### config.mk
export PLATFORM = sky130hd
export DESIGN_NAME = melody_player
export DESIGN_NICKNAME = d
export VERILOG_FILES = /design/src/rtl/melody_player.sv
export SDC_FILE = /design/constraint.sdc
export NUM_CORES = 1
export LEC_CHECK = 0
export CAP_MARGIN = 20
export CORE_ASPECT_RATIO = 0.6
export CORE_MARGIN = 5
export CORE_UTILIZATION = 30
export DETAILED_ROUTE_END_ITERATION = 7
export MAX_ROUTING_LAYER = met4
export PLACE_DENSITY = 0.53
export SYNTH_ARGS = -nofsm -noshare
export SYNTH_HDL_FRONTEND = slang
export SYNTH_SLANG_ARGS = --single-unit
export TNS_END_PERCENT = 20
### constraint.sdc
create_clock -name clk -period 4 [get_ports clk]
set_input_delay 0.8 -clock clk [delete_from_list [all_inputs] [get_ports clk]]
set_output_delay 0.8 -clock clk [all_outputs]
set_load 0.1 [all_outputs]
### src/rtl/melody_player.sv
// rtl/melody_player.sv - score-driven square-wave melody player
// Steps through a packed score of {note, dur} entries, toning each note then a silent gap.
module melody_player #(
  parameter int N_STEPS     = 32,
  parameter int STEP_W      = 5,
  parameter int UNIT_CYC    = 5_000_000,
  parameter int GAP_CYC     = 250_000,
  parameter int TABLE_SHIFT = 0,
  parameter logic [N_STEPS*8-1:0] SCORE = {{(N_STEPS*8-48){1'b0}}, 48'h00_37_67_14_C4_57}
) (
  input  logic              clk,
  input  logic              rst_n,
  input  logic              play,
  input  logic              loop,
  input  logic [1:0]        octave,
  output logic              melody,
  output logic              busy,
  output logic              done,
  output logic [STEP_W-1:0] step
);

  localparam logic [2:0] S_IDLE = 3'd0;
  localparam logic [2:0] S_LOAD = 3'd1;
  localparam logic [2:0] S_PLAY = 3'd2;
  localparam logic [2:0] S_GAP  = 3'd3;
  localparam logic [2:0] S_DONE = 3'd4;

  localparam logic [31:0]       UNIT_LAST = 32'(UNIT_CYC - 1);
  localparam logic [31:0]       GAP_LAST  = 32'(GAP_CYC - 1);
  localparam logic [STEP_W-1:0] LAST_STEP = STEP_W'(N_STEPS - 1);

  logic [2:0]  state;
  logic        play_q;
  logic [21:0] hp;
  logic [21:0] hp_cnt;
  logic [3:0]  dur;
  logic        rest;
  logic [31:0] unit_cnt;
  logic [3:0]  unit_num;
  logic [31:0] gap_cnt;

  logic [7:0]  entry;
  logic [21:0] base;
  logic [21:0] shifted;
  logic [21:0] hp_calc;
  logic        play_last;
  logic        gap_last;
  logic        end_of_song;

  function automatic logic [21:0] note_hp(input logic [3:0] n);
    case (n)
      4'd1:    note_hp = 22'd95_556;
      4'd2:    note_hp = 22'd90_193;
      4'd3:    note_hp = 22'd85_131;
      4'd4:    note_hp = 22'd80_353;
      4'd5:    note_hp = 22'd75_843;
      4'd6:    note_hp = 22'd71_587;
      4'd7:    note_hp = 22'd67_568;
      4'd8:    note_hp = 22'd63_776;
      4'd9:    note_hp = 22'd60_196;
      4'd10:   note_hp = 22'd56_818;
      4'd11:   note_hp = 22'd53_629;
      4'd12:   note_hp = 22'd50_619;
      default: note_hp = 22'd0;
    endcase
  endfunction

  assign entry = SCORE[{step, 3'b000} +: 8];

  always_comb begin
    base = note_hp(entry[7:4]) >> TABLE_SHIFT;
    case (octave)
      2'd0:    shifted = base << 1;
      2'd1:    shifted = base;
      2'd2:    shifted = base >> 1;
      default: shifted = base >> 2;
    endcase
    hp_calc = (shifted == 22'd0) ? 22'd1 : shifted;
  end

  assign play_last   = (unit_cnt == UNIT_LAST) && (unit_num == dur - 4'd1);
  assign gap_last    = (gap_cnt == GAP_LAST);
  // A zero-duration entry and the gap after the final entry both end the song.
  assign end_of_song = ((state == S_LOAD) && (entry[3:0] == 4'd0)) ||
                       ((state == S_GAP) && gap_last && (step == LAST_STEP));

  assign busy = (state == S_LOAD) || (state == S_PLAY) || (state == S_GAP);
  assign done = (state == S_DONE);

  always_ff @(posedge clk or negedge rst_n) begin
    if (!rst_n) begin
      state    <= S_IDLE;
      play_q   <= 1'b0;
      melody   <= 1'b0;
      step     <= '0;
      hp       <= '0;
      hp_cnt   <= '0;
      dur      <= '0;
      rest     <= 1'b0;
      unit_cnt <= '0;
      unit_num <= '0;
      gap_cnt  <= '0;
    end else begin
      play_q <= play;
      if ((state != S_IDLE) && !play) begin
        state    <= S_IDLE;
        melody   <= 1'b0;
        step     <= '0;
        hp_cnt   <= '0;
        unit_cnt <= '0;
        unit_num <= '0;
        gap_cnt  <= '0;
      end else begin
        case (state)
          S_IDLE: begin
            step <= '0;
            if (play && !play_q) state <= S_LOAD;
          end
          S_LOAD: begin
            hp       <= hp_calc;
            dur      <= entry[3:0];
            rest     <= (entry[7:4] == 4'd0) || (entry[7:4] > 4'd12);
            hp_cnt   <= '0;
            unit_cnt <= '0;
            unit_num <= '0;
            gap_cnt  <= '0;
            melody   <= 1'b0;
            if (end_of_song) begin
              if (loop) step <= '0;
              state <= loop ? S_LOAD : S_DONE;
            end else begin
              state <= S_PLAY;
            end
          end
          S_PLAY: begin
            if (unit_cnt == UNIT_LAST) begin
              unit_cnt <= '0;
              unit_num <= unit_num + 4'd1;
            end else begin
              unit_cnt <= unit_cnt + 32'd1;
            end
            if (play_last) begin
              state  <= S_GAP;
              melody <= 1'b0;
            end else if (hp_cnt == hp - 22'd1) begin
              hp_cnt <= '0;
              if (!rest) melody <= ~melody;
            end else begin
              hp_cnt <= hp_cnt + 22'd1;
            end
          end
          S_GAP: begin
            if (gap_last) begin
              gap_cnt <= '0;
              if (end_of_song) begin
                if (loop) step <= '0;
                state <= loop ? S_LOAD : S_DONE;
              end else begin
                step  <= step + 1'b1;
                state <= S_LOAD;
              end
            end else begin
              gap_cnt <= gap_cnt + 32'd1;
            end
          end
          S_DONE: begin
            state <= S_IDLE;
            step  <= '0;
          end
          default: state <= S_IDLE;
        endcase
      end
    end
  end

endmodule
==> metrics.cfg <==
[power]
peakVddDrop_v=0.0003559
power.total_mw=4.158
leakage_nw=3.802
cellPowerDensity_nw_per_um2=460.1

[placed_design]
dpl_cell_area_um2=8426
port_buffers=13
post-place-ws_ns=0.3510
dpl.hpwl_mm=14.14
gp_congestion=0.8457

[status]
status=complete, no violations

[floorplanning]
num_io_pins=14
core.rowCount=45
design.die.area_um2=29690
die_w_um=219.1
die_h_um=135.5
start_util_pct=30.80
core_um2=25560

[global_route]
grt_pass1_wl_mm=32.55
grt_pass1_vias=5969
grt_use_total_pct=13.95
grt_max_degree=70
antenna_found_initial=0
grt_overflow=0

[synth]
yosysWarningCount=0
synth_cell_type_count=74
synth_area_um2=7873
avgSynthCellArea_um2=8.456
ys_seq_area_share_pct=38.46
synthSimpleGateAreaFrac_pct=27.78
synth_top_family_by_area=simple AND/OR/NAND/NOR gates
ys_ff_latch=121
synth_adder_area_share_pct=3.020
synth_edf_count=0
ys_async_sr_fraction_pct=100.0
synth_compound_area_share_pct=13.84
ys.flop_type=dfrtp_1
synthXorXnorAreaFrac_pct=10.90
syn_nets=956
synthCells=931
synth_mux_area_share_pct=2.161

[final_layout]
n_fill_cell=2661
drive_above_1_share_pct=9.349
layout_commonest_cell=nor2_1
layout_common_cells=139 x nor2_1, 121 x dfrtp_1, 88 x nand2_1
fin_area_um2=9037
area_growth_pct=14.80
fin_nets=966
n_antenna_cell=0

[critical_path]
cp-end-kind=flip-flop
critical_path.max_fanout=9
rr_worst_depth=16
path_class=flip-flop to flip-flop
startpoint_type=flip-flop
critPathArrivalTime_ns=3.98
critPathRequiredTime_ns=4.36

[flow_run]
maxCapViolations=0

[sta]
period_minus_slack_ns=3.626
fin_setup_tns_ns=0
rsz0062_at_grt=false
setup_slack_ns=0.3742
worstMarginPinSlew_ns=1.036
hold_viol=0
timing.fmax_ghz=0.2758
setup_viol_count_final=0
period_share_pct=90.64
skew_ns=0.007979
relSlewSlack_pct=30.70
finalMaxSlewViolations=0

[route]
drt_iter0_drc=602
via_count=6552
ant_nets=0
firstDrtPassIters=7
drt-total-wl_mm=19.66
drc_errors=0
avgRoutedWirePerCell_um=15.08
viasPerCell=5.025

[clocking]
cts_made_buffers=17
clock_latency_ns=0.42
cts_tree=done
cts_max_level=4
hold_buffers=0
clockBufferDepth=2
cts.sinks=121
cts-root-buf=clkbuf_16
clkTransAtPathRegs_ns=0.06

[worst_hold_path]
hold_class=input pin to asynchronous set/reset pin

==> routing by layer <==
layer	wire length, um	up-vias	global-route usage [%]
li1	-	3293	-
met1	11650	3122	23.02
met2	7010	126	16.21
met3	859	11	3.484
met4	135	0	2.893
met5	0	-	-
==> sequential cells by signal, summed over array words and instances, names as in the netlist <==
| name | cells |
|---|---|
| rest | 1 |
| hp_cnt | 22 |
| melody | 1 |
| hp | 18 |
| step | 5 |
| gap_cnt | 32 |
| play_q | 1 |
| dur | 2 |
| state | 3 |
| unit_cnt | 32 |
| unit_num | 4 |
==> metrics by stage <==
step | utilization [%] | hold WS, ns | cells
global route | 35.35 | 0.4850 | 1304
CTS | 35.34 | 0.4453 | 1304
floorplan | - | 0.4498 | 931
global placement | 32.96 | 0.4674 | 1274
finish | 35.35 | 0.4087 | 1304
detailed placement | 32.96 | 0.4710 | 1274
==> worst max-delay path, cell delays in order (launching register included) <==
cell and delay (ns):
dfrtp_1 0.48, inv_1 0.24, ha_1 0.20, and2_1 0.17, a21o_1 0.09, and2_1 0.23, inv_1 0.15, ha_1 0.22
nor4_1 0.27, buf_4 0.17, o21ai_0 0.08, o211a_1 0.16, mux2_2 0.28, nor2_1 0.14, a21oi_1 0.06, nor4b_1 0.39
a31o_2 0.23
==> report_power, final <==
group | switching [mW] | internal [mW] | leakage (nW) | total (mW)
Sequential | 0.203 | 1.32 | 1.66 | 1.52
Combinational | 0.606 | 0.401 | 1.85 | 1.01
Clock | 0.564 | 1.06 | 0.299 | 1.63
==> cell type report <==
cell class              instances  area [um2]  area share (%)
clock inverters                 9       147.6           1.634
clock buffers                  21       460.4           5.095
well taps                     352       440.4           4.873
multi-input cells             737        4563           50.49
flip-flops and latches        121        3028           33.50
repair buffers                 32       277.8           3.074
inverters                      32       120.1           1.329
==> timing repair <==
| item | in CTS | in global routing |
|---|---|---|
| buffers inserted | 0 | 0 |
| hold endpoints to repair | 0 | 0 |
| setup endpoints to repair | 0 | 1 |
| resized for setup | 0 | 2 |
==> final timing paths <==
kind | slack (ns) | end | startpoint
max | 0.37 | hp[0] | step[0]
min | 0.41 | hp_cnt[18] | rst_n
max reg2reg | 0.37 | hp[0] | step[0]
min reg2reg | 0.48 | dur[2] | dur[2]
max in group asynchronous | 2.75 | gap_cnt[0] | rst_n
min in group clk | 0.48 | dur[2] | dur[2]
==> kinds of logic (layout without fill, tap and decap cells) <==
| group | count (synthesis) | count (layout) |
|---|---|---|
| flip-flops | 121 | 121 |
| AND/OR/NAND/NOR | 433 | 433 |
| multiplexers | 16 | 16 |
| XOR/XNOR | 98 | 98 |
| AO/OA/AOI/OAI | 171 | 171 |
| buffers and inverters | 73 | 94 |
| adder cells (fa/ha/maj) | 19 | 19 |
==> cells in the mapped netlist, types with 17 or more instances <==
library cell / n / area share [%]
clkbuf_1: 34 / 1.6
xnor2_1: 45 / 5.0
xor2_1: 53 / 5.9
inv_1: 32 / 1.5
a21oi_1: 36 / 2.3
nor3_1: 24 / 1.5
nand3_1: 40 / 2.5
nor2_1: 139 / 6.6
o21ai_0: 50 / 3.2
nand4_1: 22 / 1.7
dfrtp_1: 121 / 38
nor4_1: 17 / 1.4
nand2_1: 88 / 4.2
ha_1: 19 / 3.0
and3_1: 23 / 1.8
Power figures use the tool's default switching activity.
